<file path="config.mk">
export PLATFORM = sky130hd
export DESIGN_NAME = ram_cycle_ctrl_flat
export DESIGN_NICKNAME = d
export VERILOG_FILES = /design/src/rtl/ram_cycle_ctrl_pkg.sv /design/src/rtl/ram_cycle_ctrl_if.sv /design/src/rtl/ram_cycle_ctrl_wait_counter.sv /design/src/rtl/ram_cycle_ctrl.sv /design/src/flat_wrapper.sv
export SDC_FILE = /design/constraint.sdc
export NUM_CORES = 1
export LEC_CHECK = 0
export ABC_AREA = 1
export BUFFER_PORTS_ARGS = -buffer_cell sky130_fd_sc_hd__clkbuf_2
export CAP_MARGIN = 40
export CORE_MARGIN = 4
export CORE_UTILIZATION = 51
export DETAILED_ROUTE_END_ITERATION = 8
export MAX_ROUTING_LAYER = met4
export PLACE_DENSITY_LB_ADDON = 0.2
export SKIP_LAST_GASP = 1
export SLEW_MARGIN = 20
export SYNTH_ARGS = -nofsm -noshare
export SYNTH_HDL_FRONTEND = slang
export SYNTH_HIERARCHICAL = 1
export SYNTH_SLANG_ARGS = --single-unit
</file>
<file path="constraint.sdc">
create_clock -name sysClk -period 1.7 [get_ports sysClk]
set_input_delay 0.085 -clock sysClk [delete_from_list [all_inputs] [get_ports sysClk]]
set_output_delay 0.085 -clock sysClk [all_outputs]
set_load 0.03 [all_outputs]
</file>
<file path="src/rtl/ram_cycle_ctrl_pkg.sv">
// Shared types and constants for the 68030 RAM bank cycle sequencer.
package ram_ctrl_pkg;

  typedef enum logic [1:0] {
    IDLE,
    WSTRB,
    WAIT,
    ACK
  } state_t;

  localparam logic [1:0] DSACK_IDLE = 2'b11;
  localparam logic [1:0] DSACK_32   = 2'b00;

  localparam int unsigned DEFAULT_WAIT_STATES = 1;
  localparam int unsigned DEFAULT_CNT_W       = 4;

endpackage

</file>
<file path="src/rtl/ram_cycle_ctrl_if.sv">
// CPU strobe inputs and RAM strobe / DSACK outputs of the RAM bank sequencer.
interface ram_cycle_ctrl_if;

  logic       cpuASn;
  logic       cpuDSn;
  logic       cpuRWn;
  logic       ramSELn;
  logic [3:0] byteSELn;
  logic       ramCEn;
  logic       ramOEn;
  logic [3:0] ramWEn;
  logic [1:0] cpuDSACKn;

  modport master (
    output cpuASn, cpuDSn, cpuRWn, ramSELn, byteSELn,
    input  ramCEn, ramOEn, ramWEn, cpuDSACKn
  );

  modport slave (
    input  cpuASn, cpuDSn, cpuRWn, ramSELn, byteSELn,
    output ramCEn, ramOEn, ramWEn, cpuDSACKn
  );

endinterface

</file>
<file path="src/rtl/ram_cycle_ctrl_wait_counter.sv">
// Wait-state down-counter: load, decrement, and a flag that marks the final wait edge.
module ram_wait_counter #(
  parameter int unsigned CNT_W = 4
) (
  input  logic             clk,
  input  logic             rst,
  input  logic             load,
  input  logic [CNT_W-1:0] load_val,
  input  logic             dec,
  output logic             tc
);

  logic [CNT_W-1:0] cnt_q;

  always_ff @(posedge clk) begin
    if (rst) begin
      cnt_q <= '0;
    end else if (load) begin
      cnt_q <= load_val;
    end else if (dec && (cnt_q != '0)) begin
      cnt_q <= cnt_q - CNT_W'(1);
    end
  end

  assign tc = (cnt_q == CNT_W'(1));

endmodule

</file>
<file path="src/rtl/ram_cycle_ctrl.sv">
// RAM bank bus-cycle sequencer: drives CE/OE/WE strobes and terminates with a 32-bit DSACK.
module ram_cycle_ctrl
  import ram_ctrl_pkg::*;
#(
  parameter int unsigned WAIT_STATES = DEFAULT_WAIT_STATES,
  parameter int unsigned CNT_W       = DEFAULT_CNT_W
) (
  input  logic             sysClk,
  input  logic             sysRst,
  ram_cycle_ctrl_if.slave  bus
);

  state_t     state_q, state_d;
  logic       ce_q, ce_d;
  logic       oe_q, oe_d;
  logic [3:0] we_q, we_d;
  logic [1:0] ack_q, ack_d;
  logic       cnt_load, cnt_dec, cnt_tc;

  ram_wait_counter #(
    .CNT_W (CNT_W)
  ) u_wait_counter (
    .clk      (sysClk),
    .rst      (sysRst),
    .load     (cnt_load),
    .load_val (CNT_W'(WAIT_STATES)),
    .dec      (cnt_dec),
    .tc       (cnt_tc)
  );

  always_ff @(posedge sysClk) begin
    if (sysRst) begin
      state_q <= IDLE;
      ce_q    <= 1'b1;
      oe_q    <= 1'b1;
      we_q    <= '1;
      ack_q   <= DSACK_IDLE;
    end else begin
      state_q <= state_d;
      ce_q    <= ce_d;
      oe_q    <= oe_d;
      we_q    <= we_d;
      ack_q   <= ack_d;
    end
  end

  // Outputs are registered, so each branch computes the value they take after this edge.
  always_comb begin
    state_d  = state_q;
    ce_d     = ce_q;
    oe_d     = oe_q;
    we_d     = we_q;
    ack_d    = ack_q;
    cnt_load = 1'b0;
    cnt_dec  = 1'b0;

    unique case (state_q)
      IDLE: begin
        ce_d  = 1'b1;
        oe_d  = 1'b1;
        we_d  = '1;
        ack_d = DSACK_IDLE;
        if (!bus.cpuASn && !bus.ramSELn) begin
          ce_d = 1'b0;
          if (bus.cpuRWn) begin
            oe_d     = 1'b0;
            cnt_load = 1'b1;
            if (WAIT_STATES == 0) begin
              state_d = ACK;
              ack_d   = DSACK_32;
            end else begin
              state_d = WAIT;
            end
          end else begin
            state_d = WSTRB;
          end
        end
      end

      WSTRB: begin
        if (bus.cpuASn) begin
          state_d = IDLE;
          ce_d    = 1'b1;
          oe_d    = 1'b1;
          we_d    = '1;
          ack_d   = DSACK_IDLE;
        end else if (!bus.cpuDSn) begin
          we_d     = bus.byteSELn;
          cnt_load = 1'b1;
          if (WAIT_STATES == 0) begin
            state_d = ACK;
            ack_d   = DSACK_32;
          end else begin
            state_d = WAIT;
          end
        end
      end

      // An AS release during the wait takes priority over a terminal count on the same edge.
      WAIT: begin
        if (bus.cpuASn) begin
          state_d = IDLE;
          ce_d    = 1'b1;
          oe_d    = 1'b1;
          we_d    = '1;
          ack_d   = DSACK_IDLE;
        end else begin
          cnt_dec = 1'b1;
          if (cnt_tc) begin
            state_d = ACK;
            ack_d   = DSACK_32;
          end
        end
      end

      ACK: begin
        if (bus.cpuASn) begin
          state_d = IDLE;
          ce_d    = 1'b1;
          oe_d    = 1'b1;
          we_d    = '1;
          ack_d   = DSACK_IDLE;
        end
      end

      default: begin
        state_d = IDLE;
      end
    endcase
  end

  assign bus.ramCEn    = ce_q;
  assign bus.ramOEn    = oe_q;
  assign bus.ramWEn    = we_q;
  assign bus.cpuDSACKn = ack_q;

endmodule

</file>
<file path="src/flat_wrapper.sv">
// flat-port wrapper written by rule: the top's interface ports become plain ports
module ram_cycle_ctrl_flat import ram_ctrl_pkg::*;
#(
  parameter int unsigned WAIT_STATES = DEFAULT_WAIT_STATES,
  parameter int unsigned CNT_W       = DEFAULT_CNT_W
)
  (sysClk, sysRst, bus_cpuASn, bus_cpuDSn, bus_cpuRWn, bus_ramSELn, bus_byteSELn, bus_ramCEn, bus_ramOEn, bus_ramWEn, bus_cpuDSACKn);
  ram_cycle_ctrl_if bus_i ();
  input  logic sysClk;
  input  logic sysRst;
  input wire logic [$bits(bus_i.cpuASn)-1:0] bus_cpuASn;
  input wire logic [$bits(bus_i.cpuDSn)-1:0] bus_cpuDSn;
  input wire logic [$bits(bus_i.cpuRWn)-1:0] bus_cpuRWn;
  input wire logic [$bits(bus_i.ramSELn)-1:0] bus_ramSELn;
  input wire logic [$bits(bus_i.byteSELn)-1:0] bus_byteSELn;
  output wire logic [$bits(bus_i.ramCEn)-1:0] bus_ramCEn;
  output wire logic [$bits(bus_i.ramOEn)-1:0] bus_ramOEn;
  output wire logic [$bits(bus_i.ramWEn)-1:0] bus_ramWEn;
  output wire logic [$bits(bus_i.cpuDSACKn)-1:0] bus_cpuDSACKn;
  assign bus_i.cpuASn = bus_cpuASn;
  assign bus_i.cpuDSn = bus_cpuDSn;
  assign bus_i.cpuRWn = bus_cpuRWn;
  assign bus_i.ramSELn = bus_ramSELn;
  assign bus_i.byteSELn = bus_byteSELn;
  assign bus_ramCEn = bus_i.ramCEn;
  assign bus_ramOEn = bus_i.ramOEn;
  assign bus_ramWEn = bus_i.ramWEn;
  assign bus_cpuDSACKn = bus_i.cpuDSACKn;
  ram_cycle_ctrl #(.WAIT_STATES(WAIT_STATES), .CNT_W(CNT_W)) u_core (.sysClk(sysClk), .sysRst(sysRst), .bus(bus_i));
endmodule
</file>
# Word level (Yosys, flattened, before mapping)
# Cells that the tools add are included.
# Widths: inputs -> output; s select.
# totals
ff_bits,14
inputBits,10
word_cells,64
# op_classes
addsub,1
eq_ne,11
mux,31
reduce_logical,14
# op_table
op,n
$mux 2,10
$mux 1,12
$mux 4,3
$pmux 4 s3,1
$ne 2x1->1 const B,4
$pmux 2 s4,1
$pmux 1 s2,3
$pmux 2 s3,1
$reduce_or 2->1,3
$eq 2x2->1 const B,2
$eq 4x1->1 const B,1
$reduce_and 2->1,2
$reduce_and 4->1,1
$reduce_bool 4->1,1
$sub 4x1->4 const B,1
$ne 3x2->1 const B,1
$ne 3x3->1 const B,1
$reduce_or 3->1,1
$eq 2x1->1 const B,1
$logic_and 1x1->1,2
$logic_not 1->1,2
$logic_not 2->1,1
$ne 2x2->1 const B,1
$reduce_bool 2->1,1

# Longest topological paths before layout
# depth
ltp_word,5
depth_mapped,10
depth_no_buf,10

# Modules after synthesis
# Netlist, hierarchy kept.
# by_module_without_submodules
module,n_inst,cells_each,area_per_inst_um2,seq_area_each_um2
ram_cycle_ctrl,1,78,504.2,180.2
ram_wait_counter,1,41,296.5,80.1

# Worst setup path after synthesis
# Ideal clock, no wire load.
# synth_timing
path_kind,reg-to-reg
from,register u_core.state_q[0]
to,register u_core.u_wait_counter.cnt_q[3]
setup_ns,0.113
arrival_ns,1.369
required_time_ns,1.587
slack_ns,0.218
path_stages_with_launch,9
n_path_buf,0
synth_period_minus_slack_ns,1.482
path_cell_list,dfxtp_1 > nand2_2 > inv_2 > nand2_2 > o21ai_0 > inv_2 > or2_1 > nand3_2 > a21oi_2
# synth_via
elab_chain_cells,3
elab_cells_between_ends,7
# synth_lines
element,line_no,rtl
"start, declared",ram_cycle_ctrl.sv:13,"state_t state_q, state_d;"
"start signal, assigned",ram_cycle_ctrl.sv:39,state_q <= state_d;
$eq 2x1->1 / $logic_not 2->1 (equally long branches),ram_cycle_ctrl.sv:57,unique case (state_q)
$pmux 1 s2 (*),ram_cycle_ctrl.sv:57,
named net u_core.cnt_load,ram_cycle_ctrl.sv:18,"logic cnt_load, cnt_dec, cnt_tc;"
$reduce_or 2->1 (no line) (*),-,
"end signal, assigned",ram_cycle_ctrl_wait_counter.sv:19,cnt_q <= load_val;
"end signal, assigned",ram_cycle_ctrl_wait_counter.sv:21,cnt_q <= cnt_q - CNT_W'(1);
"end, declared",ram_cycle_ctrl_wait_counter.sv:13,logic [CNT_W-1:0] cnt_q;
# Mark *: on every way through the listed nets, which the timed path passes. The rest lies on a longest branch.
# A chain may end at the register's enable or synchronous reset.

# Final worst setup path
# Ends and elaborated chain as after synthesis.

==> impl_metrics.yaml <==
outcome:
  status: "finished clean"
synth:
  synth-adder-area-share_pct: 3.13
  synth.area.mux_share_pct: 0
  synth_xor_area_share_pct: 2.19
  avgSynthCellArea_um2: 6.73
  synth_compound_area_share_pct: 9.22
  synthDistinctLibCells: 23
  yosysSeqAreaShare_pct: 32.5
  syn_area_um2: 801
  yosys.area_share.simple_pct: 42.3
  synth_top_family_by_area: "simple AND/OR/NAND/NOR gates"
  synth_seq_cells: 13
  yosys_warnings: 6
  netlist_instances: 119
global_routing:
  antenna_found_initial: 0
  grt_max_degree: 10
  grt-ovfl-total: 0
  grt_pass1_vias: 605
  grt_pass1_wl_mm: 2.47
  grt_usage_pct: 15.8
cells_and_area:
  final_common_cell: "nand2_1"
  final_cell_mix: "nand2_1, clkbuf_2, nand3_1, nor2_1, dfxtp_1"
  instances_no_fill: 158
  drive_gt1_share_pct: 31.7
  antenna_cells: 0
  syn2layout_area_growth_pct: 17.8
  nets: 155
timing:
  skew_ps: 0.745
  drv_slew: 0
  finalHoldViolCount: 0
  setup_tns_ps: 0
  setup_viol: 0
  max_freq_ghz: 0.670
  final.period_utilization_pct: 87.8
  fin_crit_ps: 1490
  grt_setup_unrepaired: "no"
clock_network:
  clk_latency_ps: 270
  cts_tree: "built"
  path_clk_slew_ps: 70
  cts_hold_buf: 0
  cts_post_setup_buffers_inserted: 0
  cts_resized: 0
  cts_max_level: 1
  cts-root-buf: "clkbuf_4"
  cts_buffers: 3
  ctsLongestPathBuffers: 2
  cts_num_sinks: 13
critical_path:
  end_kind: "flip-flop"
  cp_data_required_time_ps: 1870
  arrival_ps: 1660
  start_kind: "flip-flop"
  path_class: "flip-flop to flip-flop"
  reg2regPathDepth: 9
  crit_fanout: 6
drt:
  vias_per_cell: 4.75
  routedWlPerCell_um: 10.1
  dr.pass1.iters: 4
  drt_iter0_drc: 13
  vias: 751
  drc_errors: 0
  wl_mm: 1.60
  ant_nets: 0
placed_design:
  routabilityCongestion: 0.887
  io_buffers: 17
  dp_hpwl_mm: 1.33
  place_inst: 154
pwr:
  power-per-cell-area_nw_per_um2: 1550
  vdd_ir_drop_max_mv: 0.854
  p_leak_nw: 0.484
die:
  fp-row-count: 14
  die_h_um: 47.6
  die_w_um: 47.6
  design.core.area_um2: 1490
  initial_utilization_pct: 53.8
  io-pin-count: 18
  dieArea_um2: 2270
min_path:
  hold_path_depth: 2
  hp-class: "input port to flip-flop"
flow_run:
  max_cap_violations: 0
## per-layer routing
metal / global-route usage, % / share of wire [%] / wire length (um) / up-vias
li1: - / - / - / 417
met1: 20.7 / 49 / 776 / 320
met2: 23.3 / 47 / 745 / 12
met3: 5.64 / 3.6 / 58 / 2
met4: 3.23 / 1.1 / 17 / 0
met5: - / 0 / 0 / -
## synth_stat cells
library cell  count  area [um2]
or2_1             1        6.26
a21oi_2           1        8.76
nand2_1          21        78.8
inv_4             1        6.26
o21ai_1           2        10.0
nand2_4           2        22.5
nor2_1           13        48.8
inv_1            11        41.3
dfxtp_1          13         260
o21ai_0           8        40.0
nand2_2           7        43.8
xor2_1            2        17.5
nand3_2           2        20.0
nand3_1          15        75.1
a21oi_1           3        15.0
buf_4             1        7.51
nor2_2            4        25.0
clkinv_1          1        3.75
inv_2             5        18.8
ha_1              2        25.0
conb_1            2        7.51
nor3b_1           1        7.51
nor2_4            1        11.3
## registers in the layout (all words and copies together), names as in the netlist
signal                       count
u_core/bus.ramWEn                4
u_core/u_wait_counter/cnt_q      4
u_core/state_q                   2
u_core/bus.cpuDSACKn             1
u_core/bus.ramCEn                1
u_core/bus.ramOEn                1
## final timing paths
| check | start | endpoint | slack [ps] |
|---|---|---|---|
| worst max-delay path | u_core/state_q[0] | u_core/u_wait_counter/cnt_q[3] | 210 |
| worst max register to register | u_core/state_q[0] | u_core/u_wait_counter/cnt_q[3] | 210 |
| worst min-delay path | sysRst | u_core/u_wait_counter/cnt_q[3] | 10 |
| worst min register to register | u_core/bus.ramWEn[0] | u_core/bus.ramWEn[0] | 460 |
## stage by stage
stage / hold WS [ps] / power, W / util, % / cell area [um2] / setup WS (ps)
final: 11.5 / 0.00147 / 63.4 / 943 / 208
after global routing: 6.54 / 0.00162 / 63.4 / 943 / 40.0
after CTS: 1.18 / 0.00148 / 63.1 / 940 / 132
after detailed placement: 296 / 0.00129 / 61.3 / 913 / 154
after global placement: 287 / 0.00127 / 61.3 / 913 / 225
after floorplan: 147 / 0.00113 / - / 808 / 218
## worst max-delay path: stages (launching register included)
cell and delay (ps):
dfxtp_1 360, inv_1 110, nand2_2 90, nor2_1 140
nand3_1 130, o21ai_2 100, inv_2 90, or2_1 230
nand3_2 80, a21oi_2 40
## where the power goes
| group | leakage, nW | switching (W) | total, W | internal (W) |
|---|---|---|---|---|
| Combinational | 0.362 | 0.000523 | 0.000811 | 0.000288 |
| Clock | 0.0150 | 0.0000912 | 0.000182 | 0.0000907 |
| Sequential | 0.107 | 0.0000784 | 0.000474 | 0.000395 |
## area by class of cell
cell class              count  area [um2]
well taps                  16        20.0
clock buffers               4        26.3
multi-input cells          89         474
fillers                   137         546
flip-flops and latches     13         260
repair buffers             18        92.6
inverters                  18        70.1
## kinds of logic after synthesis
logic type      count (synthesis)
flops                          13
buf+inv                        19
xor+xnor                        2
compound gates                 14
simple gates                   67
other cells                     2
fa+ha+maj                       2
No activity file was read; power rests on OpenSTA's default activity.
